<file path="config.mk">
export PLATFORM = sky130hd
export DESIGN_NAME = addsub_operand_issuer
export DESIGN_NICKNAME = d
export VERILOG_FILES = /design/src/rtl/addsub_operand_issuer.sv
export SDC_FILE = /design/constraint.sdc
export NUM_CORES = 1
export LEC_CHECK = 0
export BUFFER_PORTS_ARGS = -buffer_cell sky130_fd_sc_hd__clkbuf_2
export CORE_UTILIZATION = 60
export CTS_BUF_LIST = sky130_fd_sc_hd__clkbuf_8
export DETAILED_ROUTE_END_ITERATION = 8
export HOLD_SLACK_MARGIN = 0.1
export PLACE_DENSITY = 0.92
export REMOVE_ABC_BUFFERS = 1
export SYNTH_ARGS = -nofsm -noshare
export SYNTH_HDL_FRONTEND = slang
export SYNTH_SLANG_ARGS = --single-unit
</file>
<file path="constraint.sdc">
create_clock -name clk -period 2.7 [get_ports clk]
set_input_delay 0.27 -clock clk [delete_from_list [all_inputs] [get_ports clk]]
set_output_delay 0.27 -clock clk [all_outputs]
set_load 0.02 [all_outputs]
</file>
<file path="src/rtl/addsub_operand_issuer.sv">
// addsub_operand_issuer
// Operand stage that drives A/B/M of the 4-bit adder_subtractor from
// registered outputs. Two modes of operation:
//   QUEUE : {A,B,M} triples arrive over in_valid/in_ready, are buffered in a
//           DEPTH-entry FIFO and issued in push order through a one-entry
//           output register (out_valid/issue_ready handshake).
//   SWEEP : the output register becomes a (2*WIDTH+1)-bit counter that walks
//           every {A,B,M} combination once, advancing on each accept.
// Ports:
//   clk, rst             rising-edge clock, asynchronous active-high reset
//   in_valid/in_ready    upstream handshake, in_A/in_B/in_M the offered triple
//   sweep_en             request and hold an exhaustive sweep
//   issue_ready          downstream accepts the current A/B/M
//   A, B, M, out_valid   issued triple
//   count                FIFO occupancy, 0..DEPTH
//   sweep_done           one-cycle pulse after the last sweep value is accepted
module addsub_operand_issuer #(
  parameter int WIDTH = 4,
  parameter int DEPTH = 4
) (
  input  logic                       clk,
  input  logic                       rst,
  input  logic                       in_valid,
  output logic                       in_ready,
  input  logic [WIDTH-1:0]           in_A,
  input  logic [WIDTH-1:0]           in_B,
  input  logic                       in_M,
  input  logic                       sweep_en,
  input  logic                       issue_ready,
  output logic [WIDTH-1:0]           A,
  output logic [WIDTH-1:0]           B,
  output logic                       M,
  output logic                       out_valid,
  output logic [$clog2(DEPTH):0]     count,
  output logic                       sweep_done
);

  localparam int PW = $clog2(DEPTH);
  localparam int CW = PW + 1;
  localparam int TW = 2 * WIDTH + 1;
  localparam logic [CW-1:0] DEPTH_C = CW'(DEPTH);

  typedef enum logic {QUEUE, SWEEP} state_t;

  state_t          state_q, state_d;
  logic [PW-1:0]   wr_ptr_q, wr_ptr_d;
  logic [PW-1:0]   rd_ptr_q, rd_ptr_d;
  logic [CW-1:0]   count_q, count_d;
  logic [TW-1:0]   out_q, out_d;
  logic            out_valid_q, out_valid_d;
  logic            sweep_done_q, sweep_done_d;
  logic            armed_q, armed_d;

  logic [TW-1:0]   mem [DEPTH];

  logic            push;
  logic            accept;
  logic            load;

  // Handshake qualifiers. A full FIFO refuses a push even when the head is
  // being drained in the same cycle, so in_ready depends on count alone.
  always_comb begin
    in_ready = (state_q == QUEUE) && (count_q < DEPTH_C);
    push     = in_valid && in_ready;
    accept   = out_valid_q && issue_ready;
    load     = (state_q == QUEUE) && (!out_valid_q || accept) && (count_q != '0);
  end

  // FIFO storage needs no reset: entries are only read below count.
  always_ff @(posedge clk) begin
    if (push) begin
      mem[wr_ptr_q] <= {in_A, in_B, in_M};
    end
  end

  // Next-state logic. armed_q blocks re-entry into SWEEP after a completed
  // sweep until sweep_en has been observed low at an edge.
  always_comb begin
    state_d      = state_q;
    wr_ptr_d     = wr_ptr_q;
    rd_ptr_d     = rd_ptr_q;
    count_d      = count_q;
    out_d        = out_q;
    out_valid_d  = out_valid_q;
    sweep_done_d = 1'b0;
    armed_d      = sweep_en ? armed_q : 1'b1;

    if (push) begin
      wr_ptr_d = wr_ptr_q + 1'b1;
    end

    case ({push, load})
      2'b10:   count_d = count_q + CW'(1);
      2'b01:   count_d = count_q - CW'(1);
      default: count_d = count_q;
    endcase

    case (state_q)
      QUEUE: begin
        if (load) begin
          out_d       = mem[rd_ptr_q];
          out_valid_d = 1'b1;
          rd_ptr_d    = rd_ptr_q + 1'b1;
        end else if (accept) begin
          out_valid_d = 1'b0;
        end
        if (sweep_en && armed_q && (count_q == '0) && !out_valid_q) begin
          state_d     = SWEEP;
          out_d       = '0;
          out_valid_d = 1'b1;
        end
      end
      SWEEP: begin
        // Abort wins over an accept in the same cycle.
        if (!sweep_en) begin
          state_d     = QUEUE;
          out_d       = '0;
          out_valid_d = 1'b0;
        end else if (accept) begin
          if (out_q == '1) begin
            state_d      = QUEUE;
            out_d        = '0;
            out_valid_d  = 1'b0;
            sweep_done_d = 1'b1;
            armed_d      = 1'b0;
          end else begin
            out_d = out_q + TW'(1);
          end
        end
      end
      default: begin
        state_d = QUEUE;
      end
    endcase
  end

  // State register.
  always_ff @(posedge clk or posedge rst) begin
    if (rst) begin
      state_q      <= QUEUE;
      wr_ptr_q     <= '0;
      rd_ptr_q     <= '0;
      count_q      <= '0;
      out_q        <= '0;
      out_valid_q  <= 1'b0;
      sweep_done_q <= 1'b0;
      armed_q      <= 1'b1;
    end else begin
      state_q      <= state_d;
      wr_ptr_q     <= wr_ptr_d;
      rd_ptr_q     <= rd_ptr_d;
      count_q      <= count_d;
      out_q        <= out_d;
      out_valid_q  <= out_valid_d;
      sweep_done_q <= sweep_done_d;
      armed_q      <= armed_d;
    end
  end

  assign A          = out_q[TW-1 -: WIDTH];
  assign B          = out_q[WIDTH:1];
  assign M          = out_q[0];
  assign out_valid  = out_valid_q;
  assign count      = count_q;
  assign sweep_done = sweep_done_q;

endmodule

</file>
==> results of run 1 <==
-- cell usage in the layout (no fill, tap or decap), types with 6 or more instances in the layout --
cell type / count
clkbuf_2: 28
o2bb2ai_1: 9
nand3_1: 6
nand2_1: 12
dfrtp_1: 19
a21oi_1: 9
inv_1: 10
edfxtp_1: 36
mux4_2: 9
ha_1: 7
nor2_1: 7
-- power by group --
group	internal, uW	total [uW]	switching [uW]
Sequential	1130	1350	217
Clock	177	431	255
Combinational	514	1120	604
Total	1820	2900	1080
-- state kept, by name (all words and copies together) (netlist names) --
register	count
out_q	9
out_valid	1
armed_q	1
mem	36
rd_ptr_q	2
sweep_done	1
wr_ptr_q	2
count	3
state_q	1
-- final cells by class --
type / instances / share of cell area (%)
clock inverter: 3 / 0.5367
multi-input combinational: 104 / 31.35
timing repair buffer: 30 / 5.635
inverter: 9 / 1.208
sequential: 56 / 56.57
clock buffer: 5 / 2.460
tap: 50 / 2.236
-- critical path, stage by stage, from the launching register on --
cell and delay (ns):
dfrtp_1 0.48, nor2b_1 0.18, nor3_1 0.33, ha_1 0.28, inv_1 0.07, fa_1 0.37, xor2_1 0.17, nor2_1 0.13
xor2_1 0.16
-- repair_timing --
item,in CTS,in global routing
setup buffers,0,0
hold buffers,1,0
hold endpoints to repair,16,0
-- kinds of logic after synthesis --
family / count (synthesis) / synth area share (%)
multiplexers: 13 / 9.786
AO/OA/AOI/OAI: 32 / 9.439
flip-flops: 56 / 62.84
buffers and inverters: 14 / 2.335
XOR/XNOR: 6 / 2.087
adder cells (fa/ha/maj): 8 / 4.272
AND/OR/NAND/NOR: 45 / 9.240
-- path summary, 6_finish.rpt --
check,start,to,slack [ns]
setup / recovery,out_valid$_DFFE_PP0P_,count[2]$_DFFE_PP0P_,0.47
hold / removal,in_A[1],mem[2][6]$_DFFE_PP_,0.18
setup reg to reg,out_valid$_DFFE_PP0P_,count[2]$_DFFE_PP0P_,0.47
hold reg to reg,armed_q$_DFF_PP1_,armed_q$_DFF_PP1_,0.50
max in group asynchronous,rst,count[0]$_DFFE_PP0P_,1.59
min in group asynchronous,rst,count[1]$_DFFE_PP0P_,0.62
-- per-stage QoR --
stage	utilization, %	setup slack [ns]	total power (uW)	cells
final	69.44	0.4652	2897	257
after global routing	69.44	0.2653	3101	257
after floorplan	-	0.5927	2141	169
after detailed placement	67.11	0.4903	2476	248
after CTS	69.44	0.4955	2919	257
after global placement	67.11	0.6100	2427	248
-- routing by layer --
metal  wire [um]  global-route usage [%]  share of wire (%)  vias to the layer above
met2        2204                   37.88                 50                       47
li1            -                       -                  -                      723
met4          87                   8.511                2.0                        0
met5           0                       0                  0                        -
met3         244                   7.363                5.6                        9
met1        1837                   28.97                 42                      746
==> impl_metrics.csv, run 1 <==
group,metric,value,unit
critical_path,crit_type,"reg -> reg",
critical_path,critPathLaunchType,"flip-flop",
layout,multi_input_area,877.1,sq um
layout,diodes,0,
timing,rsz0062_at_grt,"no",
clock_tree,cts_sinks,56,
global_routing,grt_max_degree,21,
layout,fill_cells,263,
timing,timing.final.crit_share,82.77,%
synthesis,synth_seq_cells,56,
layout,regArea,1583,sq um
drt,vias,1525,
clock_tree,cts_root_buf,"clkbuf_8",
synthesis,syn_area,2519,sq um
placed_design,placedInstanceArea,2704,sq um
synthesis,synth_top_area_share,42.92,%
timing,clock_skew,0.01027,ns
drt,drcViolationCount,0,
drt,dr.first_iter.drc_count,183,
drt,drtAntennaViolNets,0,
pwr,max-vdd-ir-drop,0.5672,mV
global_routing,grt.overflow.total,0,
synthesis,ys_warn_count,0,
drt,firstDrtPassIters,4,
timing,slew_viol_final,0,
timing,hold_slack,0.1770,ns
synthesis,ys_top_cells_by_area,"edfxtp_1 (43%), dfrtp_1 (19%), mux4_2 (8.0%), ha_1 (3.5%), o2bb2ai_1 (3.1%)",
timing,relSlewSlack,48.20,%
critical_path,cp.required,2.94,ns
global_routing,grt_pass1_vias,1471,
job,maxCapViolCount,0,
synthesis,ys_types,39,
synthesis,synthFlopType,"edfxtp_1",
clock_tree,cts_tree,"yes",
drt,drt-total-wl,4374,um
hold_path,hold_class,"in -> reg",
floorplan,die_w,66.79,um
placed_design,gp_congestion,0.7728,
synthesis,synthArstFlopShare,35.71,%
synthesis,yosysTopAreaCell,"edfxtp_1",
timing,layout_min_cycle_time,2.235,ns
synthesis,syn_inst,174,
timing,hold_violations,0,
global_routing,grt_pass1_wl,7258,um
outcome,status,"complete, no violations",
layout,fin_nets,228,
critical_path,critPathArrivalTime,2.48,ns
timing,fmax,0.4475,GHz
clock_tree,clk_latency,0.31,ns
layout,synthToLayoutAreaGrowth,11.08,%
pwr,power_density,1035,nW/um^2
synthesis,ys_seq_area_share,62.84,%
clock_tree,clockBufferDepth,2,
drt,avgRoutedWirePerCell,17.02,um
floorplan,die-area,4461,sq um
timing,tns,0,ns
synthesis,yosysMostFrequentCell,"edfxtp_1",
floorplan,rows,23,
floorplan,initial_core_util,62.52,%
synthesis,ys_top_cells_by_count,"edfxtp_1 (36), dfrtp_1 (19), nand2_1 (12)",
layout,drive_above_1_share,25.12,%
timing,tightest_slew,0.7761,ns
timing,setup_viol,0,
pwr,p_leak,0.001075,uW
critical_path,end_kind,"flip-flop",
global_routing,gr-usage-all-layers,23.25,%
clock_tree,cts_made_buffers,5,
floorplan,core,4029,sq um
clock_tree,postCtsResizedCells,0,
critical_path,critPathMaxFanout,9,
floorplan,pin_count,29,
clock_tree,clk_pin_slew_worst_paths,0.10,ns
placed_design,dpl.hpwl,2992,um
synthesis,syn_area_per_cell,14.48,sq um
drt,viasPerCell,5.934,
synthesis,synth_edf_count,36,
floorplan,die_h,66.79,um
global_routing,antenna_found_initial,0,
placed_design,place.port_buffers,28,
hold_path,min_path_cells,1,
layout,fin_area,2798,sq um
critical_path,worstRegToRegCells,8,
clock_tree,htree_levels,2,
Note: power is estimated with default switching activity, not from simulation.
==> run 2, diff against run 1 <==
--- a/config.mk
+++ b/config.mk
@@ -6,11 +6,11 @@
 export NUM_CORES = 1
 export LEC_CHECK = 0
 export BUFFER_PORTS_ARGS = -buffer_cell sky130_fd_sc_hd__clkbuf_2
-export CORE_UTILIZATION = 60
+export CORE_UTILIZATION = 54
 export CTS_BUF_LIST = sky130_fd_sc_hd__clkbuf_8
 export DETAILED_ROUTE_END_ITERATION = 8
 export HOLD_SLACK_MARGIN = 0.1
-export PLACE_DENSITY = 0.92
+export PLACE_DENSITY = 0.88
 export REMOVE_ABC_BUFFERS = 1
 export SYNTH_ARGS = -nofsm -noshare
 export SYNTH_HDL_FRONTEND = slang
==> constraint.sdc (replaced) <==
create_clock -name clk -period 1.9 [get_ports clk]
set_input_delay 0.19 -clock clk [delete_from_list [all_inputs] [get_ports clk]]
set_output_delay 0.19 -clock clk [all_outputs]
set_load 0.02 [all_outputs]
==> run 2 against run 1 <==
The run now ends with negative setup slack left. Core utilization grew 0.54 points. Largest cell class unchanged. Register-to-register slack lost 0.47 ns. Routed wire length is 7.8% higher. Final cell count grew 12%.
==> impl_metrics.csv, run 2 (synthesis gave the netlist of run 1 again) <==
group,metric,value,unit
global_routing,grt_pass1_wl,7852,um
pwr,p_seq_share,40.8,%
critical_path,r2r_slack,-0.003,ns
job,maxCapViolCount,0,
critical_path,crit_type,"reg -> reg",
critical_path,cp_num_buf_inv,1,
drt,dr.first_iter.drc_count,108,
layout,layoutNonFillerInstCount,288,
clock_tree,cts_tree,"yes",
timing,fmax,0.5255,GHz
critical_path,crit_top_cell,"xor2_1",
critical_path,worstRegToRegCells,8,
hold_path,hold_class,"in -> reg",
timing,setup_viol,1,
outcome,violations,"negative setup slack",
timing,tightest_slew,0.7798,ns
layout,multi_input_area,915.9,sq um
global_routing,grt.overflow.total,0,
floorplan,die_w,70.30,um
pwr,max-vdd-ir-drop,0.8772,mV
layout,fin_area,3089,sq um
clock_tree,clk_latency,0.31,ns
critical_path,cp_top_family,"adder cells",
drt,avgRoutedWirePerCell,16.37,um
clock_tree,cts_root_buf,"clkbuf_8",
floorplan,core,4414,sq um
global_routing,grtUsageMet2,34.07,%
layout,layout_common_cells,"edfxtp_1 (36), clkbuf_2 (28), buf_4 (22), dfrtp_1 (19), nand2_1 (12)",
critical_path,critPathArrivalTime,2.14,ns
hold_path,holdPathEnd,"mem[1][3]$_DFFE_PP_",
global_routing,grt_util_met3,4.618,%
floorplan,rows,24,
pwr,power_frac_comb,44.5,%
hold_path,min_from,"in_B[2]",
placed_design,placedInstanceArea,2834,sq um
drt,firstDrtPassIters,4,
critical_path,rr_endpoint,"count[2]$_DFFE_PP0P_",
timing,relSlewSlack,47.96,%
layout,largest_register,"mem",
critical_path,critPathMaxFanout,2,
critical_path,critPathLaunchType,"flip-flop",
pwr,clock_power_share,14.7,%
layout,fin_nets,257,
critical_path,path_cells,"nor2b_4, nor3_4, ha_2, inv_2, fa_2, xor2_1, nor2_1, xor2_1",
placed_design,place.port_buffers,28,
critical_path,cp.required,2.14,ns
timing,layout_min_cycle_time,1.903,ns
timing,setup_slack,-0.002950,ns
critical_path,end_kind,"flip-flop",
layout,diodes,0,
floorplan,die-area,4941,sq um
drt,drtAntennaViolNets,0,
global_routing,top_usage_layer,"met2",
timing,rsz0062_at_grt,"yes",
global_routing,antenna_found_initial,0,
floorplan,pin_count,29,
global_routing,grt_max_degree,21,
global_routing,gr-usage-all-layers,20.86,%
placed_design,dp.cells,267,
timing,hold_violations,0,
timing,clock_skew,0.01099,ns
global_routing,use_met1,28.30,%
critical_path,max_stage_delay,0.41,ns
layout,drive_above_1_share,35.59,%
placed_design,dpl.hpwl,3204,um
timing,timing.final.crit_share,100.2,%
placed_design,gp_congestion,0.8080,
pwr,p_leak,0.001227,uW
critical_path,r2r_start,"out_valid$_DFFE_PP0P_",
clock_tree,clockBufferDepth,2,
pwr,intPower,2844,uW
clock_tree,cts_sinks,56,
clock_tree,htree_levels,2,
layout,final_common_cell,"edfxtp_1",
timing,slew_viol_final,0,
clock_tree,clk_pin_slew_worst_paths,0.11,ns
pwr,power_density,1458,nW/um^2
layout,synthToLayoutAreaGrowth,22.65,%
critical_path,slowest_stage,"dfrtp_1",
outcome,status,"finished, violations left",
drt,drt-total-wl,4715,um
layout,largest_reg_flops,36,
drt,vias,1649,
global_routing,grt_pass1_vias,1681,
hold_path,min_path_cells,1,
clock_tree,cts_made_buffers,5,
pwr,power.switching,1660,uW
pwr,netSwitchingFraction,36.86,%
floorplan,die_h,70.30,um
layout,fill_cells,293,
drt,viasPerCell,5.726,
floorplan,initial_core_util,57.06,%
layout,regArea,1583,sq um
drt,drcViolationCount,0,
run 2: changes by cell type in the layout (fill, tap and decap cells not counted), moves of 2 or more:
cell	before	now
ha_2	0	2
dlygate4sd3_1	1	8
inv_1	10	8
nor4_2	0	2
buf_4	1	22
ha_1	7	5
clkinv_4	0	2
nor4_1	2	0
run 2: area by class of cell:
type,count,share of cell area (%)
tap,52,2.106
clock buffer,5,2.228
multi-input combinational,104,29.65
timing repair buffer,59,12.84
inverter,9,1.094
clock inverter,3,0.8505
sequential,56,51.24
run 2: worst max-delay path by stage:
| stage | endpoint | cells after the start | startpoint | slack, ns |
|---|---|---|---|---|
| after floorplan | count[2]$_DFFE_PP0P_ | 9 | count[2]$_DFFE_PP0P_ | -0.21 |
| after global placement | count[2]$_DFFE_PP0P_ | 8 | out_valid$_DFFE_PP0P_ | -0.0007 |
| after detailed placement | count[2]$_DFFE_PP0P_ | 8 | out_valid$_DFFE_PP0P_ | -0.06 |
| after CTS | count[2]$_DFFE_PP0P_ | 8 | out_valid$_DFFE_PP0P_ | 0.03 |
| after global routing | count[2]$_DFFE_PP0P_ | 8 | out_valid$_DFFE_PP0P_ | -0.09 |
| final | count[2]$_DFFE_PP0P_ | 8 | out_valid$_DFFE_PP0P_ | -0.003 |
run 2: repair_timing:
item                                    CTS  global route
resized for setup                         1            10
hold buffers                              6             2
endpoints found under the setup margin    5             4
endpoints found under the hold margin    39             8
pin swaps                                 0             8
buffers inserted                          2             3
run 2: metrics by stage:
step                hold slack, ns  utilization (%)  total power (uW)  setup slack (ns)  setup TNS (ns)
floorplan                   0.1531                -              3042           -0.2073         -0.3859
global placement            0.3367            64.20              3665        -0.0007188      -0.0007188
detailed placement          0.3546            64.20              3748          -0.05857         -0.1285
CTS                         0.1016            68.17              4427           0.03002               0
global route                0.1081            69.98              4804          -0.09348        -0.09801
finish                      0.1163            69.98              4505         -0.002950       -0.002950
run 2: power groups by stage:
stage	Clock (uW)	Sequential, uW	Combinational (uW)
floorplan	0	2060	985
global placement	0	1840	1820
detailed placement	0	1860	1890
CTS	676	1830	1920
global route	729	1880	2200
finish	663	1840	2000
run 2: metal layers:
metal / up-vias / share of wire [%]
li1: 782 / -
met1: 816 / 44
met2: 46 / 52
met3: 5 / 3.8
met4: 0 / 0.62
met5: - / 0
==> run 3, diff against run 2 <==
--- a/config.mk
+++ b/config.mk
@@ -6,11 +6,12 @@
 export NUM_CORES = 1
 export LEC_CHECK = 0
 export BUFFER_PORTS_ARGS = -buffer_cell sky130_fd_sc_hd__clkbuf_2
-export CORE_UTILIZATION = 54
+export CAP_MARGIN = 25
+export CORE_UTILIZATION = 64
 export CTS_BUF_LIST = sky130_fd_sc_hd__clkbuf_8
 export DETAILED_ROUTE_END_ITERATION = 8
 export HOLD_SLACK_MARGIN = 0.1
-export PLACE_DENSITY = 0.88
+export PLACE_DENSITY = 0.95
 export REMOVE_ABC_BUFFERS = 1
 export SYNTH_ARGS = -nofsm -noshare
 export SYNTH_HDL_FRONTEND = slang
==> constraint.sdc (replaced) <==
create_clock -name clk -period 2.2 [get_ports clk]
set_input_delay 0.22 -clock clk [delete_from_list [all_inputs] [get_ports clk]]
set_output_delay 0.22 -clock clk [all_outputs]
set_load 0.02 [all_outputs]
==> run 3 against run 2 <==
The run now ends clean. Fmax shrank 9.4%. Register-to-register slack improved by 0.10 ns. Global-route usage rose by 6.0 points. Clock power is 3% lower. Worst hold slack gained 0.023 ns. Routed wire length is 5.2% higher. Sequential share of layout area is 4.1 points higher. Critical path depth is 1 higher.
==> impl_metrics.csv, run 3 (synthesis gave the netlist of run 1 again) <==
group,metric,value,unit
clock_tree,cts_tree,"yes",
clock_tree,clk_latency,0.30,ns
critical_path,critPathLaunchType,"flip-flop",
timing,tns,0,ns
layout,fin_nets,233,
drt,drtAntennaViolNets,0,
layout,largest_register,"mem",
clock_tree,clk_pin_slew_worst_paths,0.10,ns
drt,drt-total-wl,4961,um
critical_path,rr_endpoint,"out_q[6]$_DFFE_PP0P_",
timing,tightest_slew,0.7864,ns
critical_path,crit_type,"reg -> reg",
floorplan,core,3716,sq um
drt,vias,1611,
drt,dr.first_iter.drc_count,244,
drt,drcViolationCount,0,
layout,synthToLayoutAreaGrowth,13.61,%
global_routing,grt_pass1_vias,1619,
timing,slew_viol_final,0,
clock_tree,cts_root_buf,"clkbuf_8",
critical_path,r2r_start,"out_q[0]$_DFFE_PP0P_",
timing,layout_min_cycle_time,2.100,ns
hold_path,hold_class,"in -> reg",
drt,firstDrtPassIters,4,
floorplan,initial_core_util,67.78,%
drt,avgRoutedWirePerCell,19.08,um
floorplan,die_w,64.73,um
outcome,status,"complete, no violations",
floorplan,die_h,64.73,um
hold_path,min_from,"in_B[0]",
pwr,netSwitchingFraction,36.68,%
critical_path,cp.required,2.43,ns
layout,layout_common_cells,"edfxtp_1 (36), clkbuf_2 (28), dfrtp_1 (19), nand2_1 (12), inv_1 (10)",
pwr,power_density,1310,nW/um^2
layout,diodes,0,
clock_tree,cts_made_buffers,5,
layout,largest_reg_flops,36,
timing,hold_violations,0,
floorplan,die-area,4190,sq um
floorplan,rows,22,
critical_path,critPathMaxFanout,10,
pwr,clock_power_share,17.2,%
global_routing,grt_max_degree,21,
timing,fmax,0.4762,GHz
pwr,intPower,2374,uW
pwr,p_seq_share,44.3,%
clock_tree,cts_sinks,56,
drt,viasPerCell,6.196,
layout,final_common_cell,"edfxtp_1",
timing,relSlewSlack,47.51,%
timing,clock_skew,0.01014,ns
placed_design,gp_congestion,0.8929,
clock_tree,htree_levels,2,
global_routing,antenna_found_initial,0,
floorplan,pin_count,29,
placed_design,dpl.hpwl,3426,um
job,maxCapViolCount,0,
pwr,power_frac_comb,38.4,%
critical_path,critPathArrivalTime,2.33,ns
pwr,power.switching,1375,uW
global_routing,grt.overflow.total,0,
placed_design,dp_slack,0.06610,ns
timing,setup_viol,0,
critical_path,end_kind,"flip-flop",
pwr,max-vdd-ir-drop,0.6727,mV
placed_design,place.port_buffers,28,
critical_path,r2r_slack,0.1,ns
timing,timing.final.crit_share,95.46,%
hold_path,holdPathEnd,"mem[2][1]$_DFFE_PP_",
timing,setup_slack,0.09984,ns
clock_tree,clockBufferDepth,2,
global_routing,grt_pass1_wl,8190,um
global_routing,gr-usage-all-layers,26.86,%
hold_path,min_path_cells,1,
layout,drive_above_1_share,27.83,%
critical_path,worstRegToRegCells,9,
pwr,p_leak,0.001117,uW
[run 3: cell types whose count changed in the layout (fill, tap and decap cells not counted), sizes merged]
cell,before,now
clkinv,2,1
dlygate4sd3,8,1
buf,23,6
bufinv,0,1
[run 3: power groups by stage]
| stage | clock (uW) | sequential (uW) | combinational (uW) |
|---|---|---|---|
| 2_1_floorplan | 0 | 1780 | 850 |
| 3_3_place_gp | 0 | 1650 | 1330 |
| 3_5_place_dp | 0 | 1680 | 1420 |
| 4_1_cts | 652 | 1660 | 1440 |
| 5_1_grt | 695 | 1700 | 1590 |
| 6_report | 646 | 1660 | 1440 |
[run 3: final cells by class]
class,count,area (sq um)
fillers,207,854.6
clock buffers,5,68.82
repair buffers,35,195.2
inverters,9,33.78
clock inverters,3,38.79
well taps,48,60.06
multi-input cells,104,882.1
flip-flops and latches,56,1583
[run 3: through the flow]
stage	instances	cell area (sq um)	utilization, %	hold WS (ns)	power [uW]
final	260	2861	77.00	0.1392	3749
after global routing	260	2861	77.00	0.1348	3985
after CTS	258	2841	76.46	0.1353	3748
after detailed placement	249	2724	73.30	0.3828	3092
after global placement	249	2724	73.30	0.3557	2976
after floorplan	169	2494	-	0.1831	2628
[run 3: critical path: stages, from the launching register on]
cell,delay [ns]
dfrtp_1,0.48
ha_1,0.27
nand2_1,0.08
nor3_1,0.05
ha_1,0.22
nand3b_1,0.18
buf_4,0.19
nor4_1,0.30
a21oi_1,0.10
o2bb2ai_1,0.16
[run 3: routing by layer]
layer	vias to the layer above	part of all wire (%)	global-route usage, %
met4	0	2.0	10.00
li1	733	-	-
met1	787	40	36.88
met2	81	52	42.06
met5	-	0	0
met3	10	6.6	6.162
[run 3: how the worst max path moves through the flow]
stage | endpoint | slack, ns | depth (start not counted) | start
after floorplan | count[2]$_DFFE_PP0P_ | 0.09 | 9 | count[2]$_DFFE_PP0P_
after global placement | count[2]$_DFFE_PP0P_ | 0.19 | 8 | count[0]$_DFFE_PP0P_
after detailed placement | count[2]$_DFFE_PP0P_ | 0.07 | 8 | count[0]$_DFFE_PP0P_
after CTS | count[2]$_DFFE_PP0P_ | 0.02 | 8 | count[0]$_DFFE_PP0P_
after global routing | out_q[5]$_DFFE_PP0P_ | -0.04 | 9 | out_q[0]$_DFFE_PP0P_
final | out_q[6]$_DFFE_PP0P_ | 0.1 | 9 | out_q[0]$_DFFE_PP0P_
[run 3: repair_timing]
action | 4_1_cts | 5_1_grt
gates resized for setup | 0 | 1
endpoints found under the setup margin | 0 | 8
endpoints found under the hold margin | 19 | 0
buffers inserted | 0 | 2
hold buffers | 1 | 0
